`src/rtl/multicycle_control_if.sv`:
```
// Bundles the controller's opcode/flag inputs and its datapath control strobes.
// The master side is the controller; the slave side is the datapath.
interface multicycle_control_if;
    logic [5:0] opcode;
    logic       zero;
    logic       mem_ready;
    logic       pc_write;
    logic       pc_write_cond;
    logic       i_or_d;
    logic       mem_read;
    logic       mem_write;
    logic       ir_write;
    logic       mem_to_reg;
    logic       reg_dst;
    logic       reg_write;
    logic       alu_src_a;
    logic [1:0] alu_src_b;
    logic [1:0] alu_op;
    logic [1:0] pc_source;
    logic       exception;
    logic       instr_retired;
    logic [3:0] state;

    modport master (
        input  opcode, zero, mem_ready,
        output pc_write, pc_write_cond, i_or_d, mem_read, mem_write, ir_write,
               mem_to_reg, reg_dst, reg_write, alu_src_a, alu_src_b, alu_op,
               pc_source, exception, instr_retired, state
    );

    modport slave (
        output opcode, zero, mem_ready,
        input  pc_write, pc_write_cond, i_or_d, mem_read, mem_write, ir_write,
               mem_to_reg, reg_dst, reg_write, alu_src_a, alu_src_b, alu_op,
               pc_source, exception, instr_retired, state
    );
endinterface

```
`src/rtl/multicycle_control_fsm.sv`:
```
// Multi-cycle MIPS main controller: steps each instruction through fetch/decode/execute/memory/writeback
// over a shared memory port, with a memory-wait timeout and an illegal-opcode trap.
module multicycle_control_fsm #(
    parameter int MEM_TIMEOUT = 16,
    parameter int CNT_W       = 5
) (
    input  logic                 clk,
    input  logic                 rst_n,
    multicycle_control_if.master bus
);

    localparam logic [5:0] OP_RTYPE = 6'b000000;
    localparam logic [5:0] OP_LW    = 6'b100011;
    localparam logic [5:0] OP_SW    = 6'b101011;
    localparam logic [5:0] OP_BEQ   = 6'b000100;
    localparam logic [5:0] OP_J     = 6'b000010;
    localparam logic [5:0] OP_ADDI  = 6'b001000;
    localparam logic [5:0] OP_SLTI  = 6'b001010;

    typedef enum logic [3:0] {
        FETCH    = 4'd0,
        DECODE   = 4'd1,
        MEM_ADDR = 4'd2,
        MEM_RD   = 4'd3,
        MEM_WB   = 4'd4,
        MEM_WR   = 4'd5,
        R_EXEC   = 4'd6,
        R_WB     = 4'd7,
        BRANCH   = 4'd8,
        JUMP     = 4'd9,
        I_EXEC   = 4'd10,
        I_WB     = 4'd11,
        TRAP     = 4'd12
    } state_t;

    state_t           state_q, state_d;
    logic [CNT_W-1:0] waitCnt_q, waitCnt_d;
    logic             inWait;
    logic             timedOut;
    logic             unused_zero;

    // The branch decision itself is made in the datapath via pc_write_cond.
    assign unused_zero = bus.zero;

    always_ff @(posedge clk or negedge rst_n) begin
        if (!rst_n) begin
            state_q   <= FETCH;
            waitCnt_q <= '0;
        end else begin
            state_q   <= state_d;
            waitCnt_q <= waitCnt_d;
        end
    end

    // The wait counter only runs while a memory access is stalled; any other cycle leaves it cleared.
    always_comb begin
        state_d   = state_q;
        waitCnt_d = '0;
        inWait    = (state_q == FETCH) || (state_q == MEM_RD) || (state_q == MEM_WR);
        timedOut  = inWait && !bus.mem_ready && (waitCnt_q == CNT_W'(MEM_TIMEOUT - 1));
        if (inWait && !bus.mem_ready && !timedOut) begin
            waitCnt_d = waitCnt_q + CNT_W'(1);
        end
        case (state_q)
            FETCH: begin
                if (bus.mem_ready)  state_d = DECODE;
                else if (timedOut)  state_d = TRAP;
            end
            DECODE: begin
                case (bus.opcode)
                    OP_RTYPE:        state_d = R_EXEC;
                    OP_LW, OP_SW:    state_d = MEM_ADDR;
                    OP_BEQ:          state_d = BRANCH;
                    OP_J:            state_d = JUMP;
                    OP_ADDI, OP_SLTI: state_d = I_EXEC;
                    default:         state_d = TRAP;
                endcase
            end
            MEM_ADDR: begin
                if (bus.opcode == OP_LW)      state_d = MEM_RD;
                else if (bus.opcode == OP_SW) state_d = MEM_WR;
                else                          state_d = TRAP;
            end
            MEM_RD: begin
                if (bus.mem_ready)  state_d = MEM_WB;
                else if (timedOut)  state_d = TRAP;
            end
            MEM_WR: begin
                if (bus.mem_ready)  state_d = FETCH;
                else if (timedOut)  state_d = TRAP;
            end
            R_EXEC: state_d = R_WB;
            I_EXEC: state_d = I_WB;
            MEM_WB, R_WB, I_WB, BRANCH, JUMP, TRAP: state_d = FETCH;
            default: state_d = TRAP;
        endcase
    end

    // Outputs are forced low while reset is held so no strobe survives into reset.
    always_comb begin
        bus.pc_write      = 1'b0;
        bus.pc_write_cond = 1'b0;
        bus.i_or_d        = 1'b0;
        bus.mem_read      = 1'b0;
        bus.mem_write     = 1'b0;
        bus.ir_write      = 1'b0;
        bus.mem_to_reg    = 1'b0;
        bus.reg_dst       = 1'b0;
        bus.reg_write     = 1'b0;
        bus.alu_src_a     = 1'b0;
        bus.alu_src_b     = 2'b00;
        bus.alu_op        = 2'b00;
        bus.pc_source     = 2'b00;
        bus.exception     = 1'b0;
        bus.instr_retired = 1'b0;
        if (rst_n) begin
            case (state_q)
                FETCH: begin
                    bus.mem_read = 1'b1;
                    if (bus.mem_ready) begin
                        bus.ir_write  = 1'b1;
                        bus.pc_write  = 1'b1;
                        bus.alu_src_b = 2'b01;
                    end
                end
                DECODE: bus.alu_src_b = 2'b11;
                MEM_ADDR: begin
                    bus.alu_src_a = 1'b1;
                    bus.alu_src_b = 2'b10;
                end
                MEM_RD: begin
                    bus.mem_read = 1'b1;
                    bus.i_or_d   = 1'b1;
                end
                MEM_WB: begin
                    bus.reg_write     = 1'b1;
                    bus.mem_to_reg    = 1'b1;
                    bus.instr_retired = 1'b1;
                end
                MEM_WR: begin
                    bus.mem_write     = 1'b1;
                    bus.i_or_d        = 1'b1;
                    bus.instr_retired = bus.mem_ready;
                end
                R_EXEC: begin
                    bus.alu_src_a = 1'b1;
                    bus.alu_op    = 2'b10;
                end
                R_WB: begin
                    bus.reg_write     = 1'b1;
                    bus.reg_dst       = 1'b1;
                    bus.instr_retired = 1'b1;
                end
                BRANCH: begin
                    bus.alu_src_a     = 1'b1;
                    bus.alu_op        = 2'b01;
                    bus.pc_write_cond = 1'b1;
                    bus.pc_source     = 2'b01;
                    bus.instr_retired = 1'b1;
                end
                JUMP: begin
                    bus.pc_write      = 1'b1;
                    bus.pc_source     = 2'b10;
                    bus.instr_retired = 1'b1;
                end
                I_EXEC: begin
                    bus.alu_src_a = 1'b1;
                    bus.alu_src_b = 2'b10;
                    bus.alu_op    = (bus.opcode == OP_SLTI) ? 2'b11 : 2'b00;
                end
                I_WB: begin
                    bus.reg_write     = 1'b1;
                    bus.instr_retired = 1'b1;
                end
                TRAP: begin
                    bus.exception = 1'b1;
                    bus.pc_write  = 1'b1;
                    bus.pc_source = 2'b11;
                end
                default: ;
            endcase
        end
    end

    assign bus.state = state_q;

endmodule

```
`src/flat_wrapper.sv`:
```
// flat-port wrapper written by rule: the top's interface ports become plain ports
module multicycle_control_fsm_flat 
#(
    parameter int MEM_TIMEOUT = 16,
    parameter int CNT_W       = 5
)
  (clk, rst_n, bus_opcode, bus_zero, bus_mem_ready, bus_pc_write, bus_pc_write_cond, bus_i_or_d, bus_mem_read, bus_mem_write, bus_ir_write, bus_mem_to_reg, bus_reg_dst, bus_reg_write, bus_alu_src_a, bus_alu_src_b, bus_alu_op, bus_pc_source, bus_exception, bus_instr_retired, bus_state);
  multicycle_control_if bus_i ();
  input  logic clk;
  input  logic rst_n;
  input wire logic [$bits(bus_i.opcode)-1:0] bus_opcode;
  input wire logic [$bits(bus_i.zero)-1:0] bus_zero;
  input wire logic [$bits(bus_i.mem_ready)-1:0] bus_mem_ready;
  output wire logic [$bits(bus_i.pc_write)-1:0] bus_pc_write;
  output wire logic [$bits(bus_i.pc_write_cond)-1:0] bus_pc_write_cond;
  output wire logic [$bits(bus_i.i_or_d)-1:0] bus_i_or_d;
  output wire logic [$bits(bus_i.mem_read)-1:0] bus_mem_read;
  output wire logic [$bits(bus_i.mem_write)-1:0] bus_mem_write;
  output wire logic [$bits(bus_i.ir_write)-1:0] bus_ir_write;
  output wire logic [$bits(bus_i.mem_to_reg)-1:0] bus_mem_to_reg;
  output wire logic [$bits(bus_i.reg_dst)-1:0] bus_reg_dst;
  output wire logic [$bits(bus_i.reg_write)-1:0] bus_reg_write;
  output wire logic [$bits(bus_i.alu_src_a)-1:0] bus_alu_src_a;
  output wire logic [$bits(bus_i.alu_src_b)-1:0] bus_alu_src_b;
  output wire logic [$bits(bus_i.alu_op)-1:0] bus_alu_op;
  output wire logic [$bits(bus_i.pc_source)-1:0] bus_pc_source;
  output wire logic [$bits(bus_i.exception)-1:0] bus_exception;
  output wire logic [$bits(bus_i.instr_retired)-1:0] bus_instr_retired;
  output wire logic [$bits(bus_i.state)-1:0] bus_state;
  assign bus_i.opcode = bus_opcode;
  assign bus_i.zero = bus_zero;
  assign bus_i.mem_ready = bus_mem_ready;
  assign bus_pc_write = bus_i.pc_write;
  assign bus_pc_write_cond = bus_i.pc_write_cond;
  assign bus_i_or_d = bus_i.i_or_d;
  assign bus_mem_read = bus_i.mem_read;
  assign bus_mem_write = bus_i.mem_write;
  assign bus_ir_write = bus_i.ir_write;
  assign bus_mem_to_reg = bus_i.mem_to_reg;
  assign bus_reg_dst = bus_i.reg_dst;
  assign bus_reg_write = bus_i.reg_write;
  assign bus_alu_src_a = bus_i.alu_src_a;
  assign bus_alu_src_b = bus_i.alu_src_b;
  assign bus_alu_op = bus_i.alu_op;
  assign bus_pc_source = bus_i.pc_source;
  assign bus_exception = bus_i.exception;
  assign bus_instr_retired = bus_i.instr_retired;
  assign bus_state = bus_i.state;
  multicycle_control_fsm #(.MEM_TIMEOUT(MEM_TIMEOUT), .CNT_W(CNT_W)) u_core (.clk(clk), .rst_n(rst_n), .bus(bus_i));
endmodule
```
`config.mk`:
```
export PLATFORM = sky130hd
export DESIGN_NAME = multicycle_control_fsm_flat
export DESIGN_NICKNAME = d
export VERILOG_FILES = /design/src/rtl/multicycle_control_if.sv /design/src/rtl/multicycle_control_fsm.sv /design/src/flat_wrapper.sv
export SDC_FILE = /design/constraint.sdc
export NUM_CORES = 1
export LEC_CHECK = 0
export ABC_AREA = 1
export CAP_MARGIN = 20
export CORE_MARGIN = 3
export CORE_UTILIZATION = 43
export DETAILED_ROUTE_END_ITERATION = 10
export PLACE_DENSITY = 0.79
export SKIP_CTS_REPAIR_TIMING = 1
export SLEW_MARGIN = 20
export SYNTH_ARGS = -nofsm -noshare
export SYNTH_HDL_FRONTEND = slang
export SYNTH_SLANG_ARGS = --single-unit
```
`constraint.sdc`:
```
create_clock -name clk -period 1.55 [get_ports clk]
set_input_delay 0.31 -clock clk [delete_from_list [all_inputs] [get_ports clk]]
set_output_delay 0.31 -clock clk [all_outputs]
set_load 0.02 [all_outputs]
```
==> qor.csv <==
metric,value,unit
P_int,1.16,mW
RSZ-0062 raised after global routing,yes,
Detailed Routing Iterations Pass 1,6,
Routed WL per cell,21.1,um
"flops & latches, synth",9,
gp weighted congestion,0.848,
Vias,1549,
first-pass GRT wire length,4820,um
Die Y-Extent,50.2,um
Clock Latency Late Sink,280,ps
setup ws final,-474,ps
largest net degree at the start of global routing,11,
antenna-violating nets left,0,
CTS max path bufs,2,
total core area,1780,sq um
Final Hold Vio Count,0,
Initial Util,0.471,
Crit path largest cell delay,470,ps
port bufs,30,
post-synth top area cell,dfrtp_1,
DR iter-0 viols,101,
layout cell share with drive strength beyond 1,0.521,
largest cells by area after synthesis,"dfrtp_1 (27%), nor2_1 (13%), nand2_1 (10%), nand3_1 (7.7%), inv_1 (6.7%)",
sequential cell area fraction in the yosys report,0.268,
die width,50.2,um
"Period Utilization, post-route",1.31,
Post-Syn Instances,136,
routed wire length,5010,um
Comb pwr share,0.739,
vias in the first global route,1161,
Pleak,0.921,nW
sequential share of power,0.177,
Layout area overhead,103,%
Power Total,2.33,mW
vias per cell,6.51,
Startpoint Class,flop,
CTS sink count,9,
failing checks,setup timing,
Inserted Diodes,0,
"Critical Path, Cell by Cell","inv_4, nand2_2, nor3_1, a21oi_1, a21oi_2, buf_4",
Slew HR,0.718,
Yosys top cell area share,0.268,
Max VDD drop,0.00108,V
Sw Pwr,1.17,mW
critical path class,flop to primary output,
FP Rows,15,
max-cap check violation count,0,
fin nets,226,
initial antenna violation count,0,
power per cell area,1370,nW/um^2
Synthesis Warnings,0,
Final Max Slew Viols,0,
clock share of power,0.085,
All-Layer GR Usage,0.244,
worst path arrival time,1710,ps
dpl hpwl,2320,um
crit end category,primary output,
H-tree depth,1,
switching share of total power,0.502,
Worst Tran Pin Value,419,ps
hold slack final,18.5,ps
# IOs,32,
f_max,0.494,GHz
post-synth cell types,24,
crit-path max FO,4,
run status,finished with violations,
synthesized net count,148,
Syn Std Cell Area,840,sq um
number of buffers created by CTS,3,
"Slowest-stage cell, CP",dfrtp_2,
WP buf/inv,2,
Final Setup Violations,22,
Critical Path RT,1240,ps
Clock Pin Slew Worst Setup and Hold Paths,80,ps
die area,2520,sq um
syn_area_per_cell,6.17,sq um
Worst Hold Class,primary input to asynchronous set/reset pin,
root buf cell,clkbuf_4,
total grt overflow,0,
Setup Skew,22.5,ps
fill count,47,
CTS tree,built,
Remaining DRCs,0,
Tmin final,2020,ps
Top delay family on crit path,flip-flops,
==> cell families after synthesis <==
logic type,synth area share
AND/OR/NAND/NOR,0.499
buffers and inverters,0.0983
AO/OA/AOI/OAI,0.0939
flip-flops,0.268
adder cells (fa/ha/maj),0.0298
XOR/XNOR,0.0104
==> placed cells by master (no fill, tap or decap), types with 2 or more instances in the layout <==
master	n
nand3_2	2
a21oi_1	6
nand3b_1	2
dfrtp_1	5
nand4_1	4
clkdlybuf4s50_1	6
clkbuf_2	3
a21oi_2	5
dfrtp_2	4
nor2_1	20
inv_1	15
buf_4	44
inv_2	5
nor2_4	6
nand2_4	2
clkbuf_4	3
buf_6	15
nor3_4	2
nor3_1	3
nand2_2	6
nor2_2	7
ha_1	2
nand3_1	11
nand2_1	17
nand3_4	3
dlymetal6s2s_1	6
==> worst reg2reg max path, stage by stage, from the launching register on <==
cell	delay, ps
dfrtp_2	480
nor2_4	250
buf_4	160
nand2_2	70
buf_4	140
nand3_4	120
nand3_2	110
nand3_1	120
nand2_1	120
==> worst paths after layout <==
kind	startpoint	end	slack (ps)	cells after the start
max	u_core.bus.state[2]	bus_pc_write	-470	6
min	rst_n	u_core.bus.state[1]	20	2
max reg2reg	u_core.bus.state[0]	u_core.bus.state[0]	-150	8
min reg2reg	u_core.waitCnt_q[0]	u_core.waitCnt_q[0]	500	1
max in group asynchronous	rst_n	u_core.bus.state[3]	1350	2
min in group clk	u_core.waitCnt_q[0]	u_core.waitCnt_q[0]	500	1
==> metrics by stage <==
| step | setup slack (ps) | cells | TNS, ps | utilization | area, sq um |
|---|---|---|---|---|---|
| finish | -474 | 238 | -6360 | 0.956 | 1700 |
| detailed placement | -791 | 226 | -12460 | 0.827 | 1470 |
| CTS | -798 | 230 | -14140 | 0.841 | 1500 |
| global placement | -733 | 226 | -11930 | 0.827 | 1470 |
| global route | -487 | 238 | -7670 | 0.956 | 1700 |
| floorplan | -68.6 | 136 | -194 | - | 876 |
==> cells in the mapped netlist <==
library cell / number
nor2_1: 29
nand2_1: 23
inv_1: 15
nand3_1: 13
a21oi_1: 11
dfrtp_1: 9
nor3_1: 5
inv_2: 4
nand4_1: 4
nor2_2: 4
clkinv_1: 2
ha_1: 2
nand2_2: 2
nand3_2: 2
nand3b_1: 2
a31oi_1: 1
clkbuf_1: 1
nand3_4: 1
nor3b_2: 1
nor4_1: 1
o211ai_1: 1
o21ai_0: 1
o21ai_1: 1
xor2_1: 1
==> sequential cells by signal, summed over array words and instances (netlist names) <==
signal	flops
u_core.bus.state	4
u_core.waitCnt_q	5
==> layer usage <==
layer,global-route usage,routed length [um]
met2,0.474,2350
met4,0.0645,449
met1,0.252,1680
met5,0,0
met3,0.0623,535
==> area by class of cell <==
type                       instances  area [sq um]  share of cell area
clock buffer                       4          26.3              0.0154
tap                               25          31.3              0.0184
sequential                         9           230               0.135
inverter                          21          81.3              0.0477
multi-input combinational        105           686               0.402
timing repair buffer              74           649               0.381
==> power by group through the flow <==
stage                     Combinational (mW)  Clock [mW]  Sequential, mW
after floorplan                        0.592           0           0.398
after global placement                  1.23           0           0.370
after detailed placement                1.27           0           0.375
after CTS                               1.28       0.174           0.370
after global routing                    1.79       0.202           0.414
final                                   1.72       0.197           0.411
Note: power is estimated with default switching activity, not from simulation.
